**src/rtl/track_if.sv**
```systemverilog
// Signal bundle between the video timing/detector side and the tracking controller.
interface track_if;
  logic        vs;
  logic        btn_extract;
  logic        btn_clear;
  logic [11:0] center_h;
  logic [11:0] center_v;
  logic        sw_extract;
  logic        sw_clear;
  logic [11:0] track_h;
  logic [11:0] track_v;
  logic        track_valid;
  logic [2:0]  state_o;

  modport master (
    output vs, btn_extract, btn_clear, center_h, center_v,
    input  sw_extract, sw_clear, track_h, track_v, track_valid, state_o
  );

  modport slave (
    input  vs, btn_extract, btn_clear, center_h, center_v,
    output sw_extract, sw_clear, track_h, track_v, track_valid, state_o
  );
endinterface

```
**src/rtl/track_ctrl.sv**
```systemverilog
// Colour-tracking sequencer: debounced buttons arm learning/clearing on frame boundaries,
// and the per-frame object centre is smoothed into track_h/track_v.
module track_ctrl #(
  parameter int unsigned DEBOUNCE_CYC = 1000000,
  parameter int unsigned LOST_FRAMES  = 8,
  parameter int unsigned H_ACTIVE     = 1280,
  parameter int unsigned V_ACTIVE     = 720
) (
  input logic    video_clk,
  input logic    rst_n,
  track_if.slave bus
);

  localparam int unsigned DbW = (DEBOUNCE_CYC > 2) ? $clog2(DEBOUNCE_CYC) : 1;
  localparam logic [DbW-1:0] DbLast = DbW'(DEBOUNCE_CYC - 1);

  typedef enum logic [2:0] {
    StIdle  = 3'd0,
    StArm   = 3'd1,
    StLearn = 3'd2,
    StTrack = 3'd3,
    StLost  = 3'd4,
    StClear = 3'd5
  } state_e;

  // Bit 0 = extract, bit 1 = clear.
  logic [1:0]          btn_raw;
  logic [1:0]          sync0_q, sync1_q, stable_q;
  logic [1:0][DbW-1:0] db_cnt_q;
  logic [1:0]          press;

  assign btn_raw = {bus.btn_clear, bus.btn_extract};

  always_ff @(posedge video_clk or negedge rst_n) begin
    if (!rst_n) begin
      sync0_q  <= '0;
      sync1_q  <= '0;
      stable_q <= '0;
      db_cnt_q <= '0;
    end else begin
      sync0_q <= btn_raw;
      sync1_q <= sync0_q;
      for (int i = 0; i < 2; i++) begin
        if (sync1_q[i] != stable_q[i]) begin
          if (db_cnt_q[i] == DbLast) begin
            stable_q[i] <= sync1_q[i];
            db_cnt_q[i] <= '0;
          end else begin
            db_cnt_q[i] <= db_cnt_q[i] + DbW'(1);
          end
        end else begin
          db_cnt_q[i] <= '0;
        end
      end
    end
  end

  // Press fires on the same edge the stable level is accepted as 1.
  always_comb begin
    press = '0;
    for (int i = 0; i < 2; i++) begin
      press[i] = sync1_q[i] & ~stable_q[i] & (db_cnt_q[i] == DbLast);
    end
  end

  logic vs_q;
  logic fb;
  logic found;

  always_ff @(posedge video_clk or negedge rst_n) begin
    if (!rst_n) vs_q <= 1'b0;
    else        vs_q <= bus.vs;
  end

  assign fb    = vs_q & ~bus.vs;
  assign found = (bus.center_h != '0 || bus.center_v != '0) &&
                 (32'(bus.center_h) < H_ACTIVE) && (32'(bus.center_v) < V_ACTIVE);

  state_e      state_q, state_d;
  logic        swx_q, swx_d, swc_q, swc_d;
  logic        valid_q, valid_d, loaded_q, loaded_d;
  logic [11:0] track_h_q, track_h_d, track_v_q, track_v_d;
  logic [7:0]  lost_q, lost_d, lost_inc;
  logic [13:0] sum_h, sum_v;
  logic        clr_hit, ext_hit;

  // 3*t + c in 14 bits; >>2 is taken by slicing [13:2].
  assign sum_h    = 14'({track_h_q, 1'b0}) + 14'(track_h_q) + 14'(bus.center_h);
  assign sum_v    = 14'({track_v_q, 1'b0}) + 14'(track_v_q) + 14'(bus.center_v);
  assign lost_inc = (32'(lost_q) >= LOST_FRAMES) ? lost_q : lost_q + 8'd1;
  assign clr_hit  = press[1] && (state_q != StClear);
  assign ext_hit  = press[0] && (state_q == StIdle || state_q == StTrack || state_q == StLost);

  always_comb begin
    state_d   = state_q;
    swx_d     = swx_q;
    swc_d     = swc_q;
    loaded_d  = loaded_q;
    track_h_d = track_h_q;
    track_v_d = track_v_q;
    lost_d    = lost_q;
    if (clr_hit) begin
      state_d = StClear;
      swx_d   = 1'b0;
    end else if (ext_hit) begin
      state_d = StArm;
    end else if (fb) begin
      unique case (state_q)
        StIdle: ;
        StArm: begin
          state_d = StLearn;
          swx_d   = 1'b1;
        end
        StLearn: begin
          state_d  = StTrack;
          swx_d    = 1'b0;
          loaded_d = 1'b0;
          lost_d   = '0;
        end
        StTrack: begin
          if (found) begin
            track_h_d = loaded_q ? sum_h[13:2] : bus.center_h;
            track_v_d = loaded_q ? sum_v[13:2] : bus.center_v;
            loaded_d  = 1'b1;
            lost_d    = '0;
          end else begin
            lost_d = lost_inc;
            if (32'(lost_inc) >= LOST_FRAMES) state_d = StLost;
          end
        end
        StLost: begin
          if (found) begin
            state_d   = StTrack;
            track_h_d = bus.center_h;
            track_v_d = bus.center_v;
            loaded_d  = 1'b1;
            lost_d    = '0;
          end
        end
        StClear: begin
          // First boundary raises sw_clear, the second ends the clear frame.
          if (!swc_q) begin
            swc_d = 1'b1;
          end else begin
            swc_d     = 1'b0;
            state_d   = StIdle;
            track_h_d = '0;
            track_v_d = '0;
          end
        end
        default: state_d = StIdle;
      endcase
    end
    valid_d = (state_d == StTrack);
  end

  always_ff @(posedge video_clk or negedge rst_n) begin
    if (!rst_n) begin
      state_q   <= StIdle;
      swx_q     <= 1'b0;
      swc_q     <= 1'b0;
      valid_q   <= 1'b0;
      loaded_q  <= 1'b0;
      track_h_q <= '0;
      track_v_q <= '0;
      lost_q    <= '0;
    end else begin
      state_q   <= state_d;
      swx_q     <= swx_d;
      swc_q     <= swc_d;
      valid_q   <= valid_d;
      loaded_q  <= loaded_d;
      track_h_q <= track_h_d;
      track_v_q <= track_v_d;
      lost_q    <= lost_d;
    end
  end

  assign bus.sw_extract  = swx_q;
  assign bus.sw_clear    = swc_q;
  assign bus.track_h     = track_h_q;
  assign bus.track_v     = track_v_q;
  assign bus.track_valid = valid_q;
  assign bus.state_o     = state_q;

endmodule

```
**src/flat_wrapper.sv**
```systemverilog
// flat-port wrapper written by rule: the top's interface ports become plain ports
module track_ctrl_flat 
#(
  parameter int unsigned DEBOUNCE_CYC = 1000000,
  parameter int unsigned LOST_FRAMES  = 8,
  parameter int unsigned H_ACTIVE     = 1280,
  parameter int unsigned V_ACTIVE     = 720
)
  (video_clk, rst_n, bus_vs, bus_btn_extract, bus_btn_clear, bus_center_h, bus_center_v, bus_sw_extract, bus_sw_clear, bus_track_h, bus_track_v, bus_track_valid, bus_state_o);
  track_if bus_i ();
  input logic video_clk;
  input logic rst_n;
  input wire logic [$bits(bus_i.vs)-1:0] bus_vs;
  input wire logic [$bits(bus_i.btn_extract)-1:0] bus_btn_extract;
  input wire logic [$bits(bus_i.btn_clear)-1:0] bus_btn_clear;
  input wire logic [$bits(bus_i.center_h)-1:0] bus_center_h;
  input wire logic [$bits(bus_i.center_v)-1:0] bus_center_v;
  output wire logic [$bits(bus_i.sw_extract)-1:0] bus_sw_extract;
  output wire logic [$bits(bus_i.sw_clear)-1:0] bus_sw_clear;
  output wire logic [$bits(bus_i.track_h)-1:0] bus_track_h;
  output wire logic [$bits(bus_i.track_v)-1:0] bus_track_v;
  output wire logic [$bits(bus_i.track_valid)-1:0] bus_track_valid;
  output wire logic [$bits(bus_i.state_o)-1:0] bus_state_o;
  assign bus_i.vs = bus_vs;
  assign bus_i.btn_extract = bus_btn_extract;
  assign bus_i.btn_clear = bus_btn_clear;
  assign bus_i.center_h = bus_center_h;
  assign bus_i.center_v = bus_center_v;
  assign bus_sw_extract = bus_i.sw_extract;
  assign bus_sw_clear = bus_i.sw_clear;
  assign bus_track_h = bus_i.track_h;
  assign bus_track_v = bus_i.track_v;
  assign bus_track_valid = bus_i.track_valid;
  assign bus_state_o = bus_i.state_o;
  track_ctrl #(.DEBOUNCE_CYC(DEBOUNCE_CYC), .LOST_FRAMES(LOST_FRAMES), .H_ACTIVE(H_ACTIVE), .V_ACTIVE(V_ACTIVE)) u_core (.video_clk(video_clk), .rst_n(rst_n), .bus(bus_i));
endmodule
```
**config.mk**
```make
export PLATFORM = sky130hd
export DESIGN_NAME = track_ctrl_flat
export DESIGN_NICKNAME = d
export VERILOG_FILES = /design/src/rtl/track_if.sv /design/src/rtl/track_ctrl.sv /design/src/flat_wrapper.sv
export SDC_FILE = /design/constraint.sdc
export NUM_CORES = 1
export LEC_CHECK = 0
export BUFFER_PORTS_ARGS = -buffer_cell sky130_fd_sc_hd__buf_2
export CAP_MARGIN = 10
export CORE_ASPECT_RATIO = 1.4
export CORE_MARGIN = 4
export CORE_UTILIZATION = 55
export CTS_CLUSTER_DIAMETER = 60
export DETAILED_ROUTE_END_ITERATION = 7
export HOLD_SLACK_MARGIN = 0.05
export PLACE_DENSITY = 0.87
export SYNTH_ARGS = -nofsm -noshare
export SYNTH_HDL_FRONTEND = slang
export SYNTH_SLANG_ARGS = --single-unit
```
**constraint.sdc**
```tcl
create_clock -name video_clk -period 7.36 [get_ports video_clk]
set_input_delay 0.368 -clock video_clk [delete_from_list [all_inputs] [get_ports video_clk]]
set_output_delay 0.368 -clock video_clk [all_outputs]
set_load 0.02 [all_outputs]
```
==> summary.txt <==
Setup path
  – Crit path to: u_core.bus.track_v[10]
  – Reg2reg end: u_core.bus.track_v[10]
  – Number of cells on the critical path: 9
  – CP top delay family: compound AO/OA/AOI/OAI gates
  – Crit path cell chain: fa_1 -> ha_1 -> and2_1 -> o21a_1 -> a41o_1 -> o41ai_2 -> or4b_2 -> o211a_1 -> o31ai_1
  – Startpoint Class: flip-flop
  – Critical-path maximum fanout: 5
  – Worst Setup End Kind: flip-flop
  – CP startpoint: u_core.bus.track_v[5]
  – CP max-delay cell: or4b_2
  – R2R setup slack: a little over 4 ns
  – CP Data Arrival Time: 3.57 ns
  – Kind of critical path: reg2reg
  – Buf+Inv Stages, Crit Path: 0
  – Worst Reg-to-Reg Cells: 9
  – R2r startpoint: u_core.bus.track_v[5]
  – CP peak stage delay: approximately 0.61 ns
  – Critical Path RT: ~7.6 ns

Floorplanning
  – Io pins: slightly below 60
  – Core Area: ~0.01 mm2
  – Die Ht: roughly 130 um
  – Initial cell density of the core: 0.564
  – Row count: between 40 and 50
  – Die ar.: 0.0118 mm2
  – Die extent in x: ~93 um

Layout
  – Area growth syn-to-layout: 13.2%
  – Layout cells sized above 1: 0.140
  – Filler cells: 782
  – Final Core Density: 0.638
  – Final cell count without fillers: between 700 and 800
  – Nets: slightly above 700
  – Number of antenna diodes: 0

Logic synthesis
  – Syn nets: approximately 670
  – Area of the mapped netlist: between 0.005 and 0.006 mm2
  – Synth Area in XOR/XNOR: 0.0785
  – Post-synthesis sequential area ratio: 0.386
  – Asr flop ratio synth: 1.00
  – Adder-cell area share of the yosys netlist: 0.149
  – Post-Synth Simple-Gate Area: 0.227
  – Most frequent cell after synthesis: dfrtp_1
  – Mapped Avg Cell Area: 9.43 um2
  – Syn Inst Count: just under 600
  – Post-synth top cells: dfrtp_1 (86), nor2_1 (73), nand2_1 (55)
  – Top cells by area, synth: dfrtp_1 (39%), fa_1 (8.6%), ha_1 (6.3%), nor2_1 (4.9%), xnor2_1 (4.1%)
  – Area leader, netlist: dfrtp_1
  – Ys flop type: dfrtp_1
  – Unique cell type count in the Yosys netlist: 56
  – Mux contribution to synthesized area: 0.00807
  – Number of flops mapped to enable cells by yosys: 0
  – Largest family of logic cells by synthesized area: simple AND/OR/NAND/NOR gates
  – Ys Warns: 0
  – Post-synthesis compound-gate area fraction: 0.128
  – FF+latch count, synth: 86
  – Share of the synthesized area in the top cell type: 0.386

Job
  – Max_cap viols: 0

Timing
  – Slew Limit Headroom: 0.287
  – Final setup vio count: 0
  – Clock skew: roughly 0.0070 ns
  – Crit path time final: 3.33 ns
  – Setup TNS: 0 ns
  – RSZ-0062 raised after global routing: no
  – Worst slew pin tran: 1.07 ns
  – Final Hold Vio Count: 0
  – Highest clock rate: roughly 300 MHz
  – Final Max Tran Viols: 0
  – Tcrit/Tclk final: 0.453

Power
  – Pleak: ~2.9 nW
  – Worst vdd ir: ~160 uV
  – Pwr/cell area: between 400 and 500 mW/mm2

Route
  – Antenna viol nets, final: 0
  – Drt first pass iters: 5
  – Via count: ~4600
  – Residual DRC: 0
  – Detailed Route Iter0 Violations: between 200 and 250
  – Total Wirelength: 12600 um
  – Routed len/inst: ~16 um
  – Via/cell ratio: 5.92

Clocking
  – CTS sink cnt: 86
  – Clock transition at path regs: 0.06 ns
  – Clock Tree Buf Depth: 2
  – CTS H-tree lvls: 3
  – Root buffer cell: clkbuf_16
  – CTS tree: yes
  – Clock Latency Late Sink: roughly 0.35 ns
  – Post-CTS Setup Repair Bufs: 0
  – CTS Hold Bufs: 0
  – # resized after CTS: 0
  – CTS Buf Count: 9

Hold path
  – Worst Hold Class: in2reg

GRT
  – Remaining Overflow, GRT: 0
  – Gr usage total: 0.230
  – Antenna violations before repair: 0
  – Vias in the first global route: between 4000 and 5000
  – Largest net degree at the start of global routing: 87
  – Global-route wire length before repair: approximately 22000 um

Status
  – Status: finished, final reports clean

Placed design
  – Gp weighted congestion: 0.890
  – Dpl hpwl: 9240 um
  – Placed cell count: 770
  – PortBufs: just under 60
worst min-delay path by stage:
stage          cells past startpoint               from               endpoint
2_1_floorplan                      0              rst_n  u_core.bus.state_o[0]
3_3_place_gp                       0  u_core.sync0_q[1]      u_core.sync1_q[1]
3_5_place_dp                       0  u_core.sync0_q[1]      u_core.sync1_q[1]
4_1_cts                            1      bus_btn_clear      u_core.sync0_q[1]
5_1_grt                            1      bus_btn_clear      u_core.sync0_q[1]
6_report                           1      bus_btn_clear      u_core.sync0_q[1]
cell usage in the layout, fill, tap and decap left out, types with 4 or more instances in the layout:
cell type	synthesis	final
a21oi_1	38	38
a2bb2oi_1	7	7
and2_1	12	12
and3_1	11	11
buf_2	3	57
clkbuf_16	0	9
dfrtp_1	86	86
fa_1	24	24
ha_1	28	28
inv_1	16	16
nand2_1	55	55
nand2b_1	7	7
nand3_1	23	23
nand4_1	6	6
nor2_1	73	73
nor2b_1	8	8
nor3_1	20	20
nor4_1	8	8
o211ai_1	4	4
o21ai_0	36	36
o31ai_1	4	4
or2_2	5	5
or3_1	8	8
xnor2_1	26	26
xor2_1	24	24
metrics by stage:
stage               instance area [um2]  worst slack (ns)  hold slack, ns  power, W
floorplan                          5580              4.16          0.0724   0.00189
global placement                   5980              4.12           0.335   0.00218
detailed placement                 5980              4.03           0.335   0.00225
CTS                                6310              4.06           0.120   0.00278
global route                       6310              3.87           0.112   0.00302
finish                             6310              4.03           0.128   0.00278
metal layers:
metal | global-route usage | wire length, um | part of all wire
met4 | 0.102 | 330 | 0.026
met5 | 0 | 0 | 0
met3 | 0.0583 | 692 | 0.055
met1 | 0.252 | 4830 | 0.38
met2 | 0.415 | 6780 | 0.54
sequential cells by signal (all words and copies together), names as in the netlist:
signal,flops
u_core.lost_q,8
u_core.bus.state_o,3
u_core.loaded_q,1
u_core.bus.track_valid,1
u_core.bus.sw_clear,1
u_core.stable_q,2
u_core.bus.sw_extract,1
u_core.bus.track_v,12
u_core.vs_q,1
u_core.sync1_q,2
u_core.sync0_q,2
u_core.bus.track_h,12
u_core.db_cnt_q,40
where the power goes:
group	switching (W)	total, W	internal [W]
logic	0.000899	0.00159	0.000687
clock network	0.000187	0.000517	0.000330
registers	0.000129	0.000678	0.000549
area by class of cell:
class | count | area (um2) | area share
clock inverter | 6 | 111 | 0.0176
tap | 135 | 169 | 0.0267
clock buffer | 9 | 225 | 0.0357
timing repair buffer | 59 | 300 | 0.0476
inverter | 16 | 60.1 | 0.00951
sequential | 86 | 2150 | 0.341
multi-input combinational | 474 | 3300 | 0.522
cells by family (layout without fill, tap and decap cells):
kind of cell | Yosys count | in the layout
compound gates | 116 | 116
xor+xnor | 50 | 50
buf+inv | 32 | 90
simple gates | 252 | 252
flops | 86 | 86
fa+ha+maj | 52 | 52
mux | 4 | 4
Power figures use the tool's default switching activity.
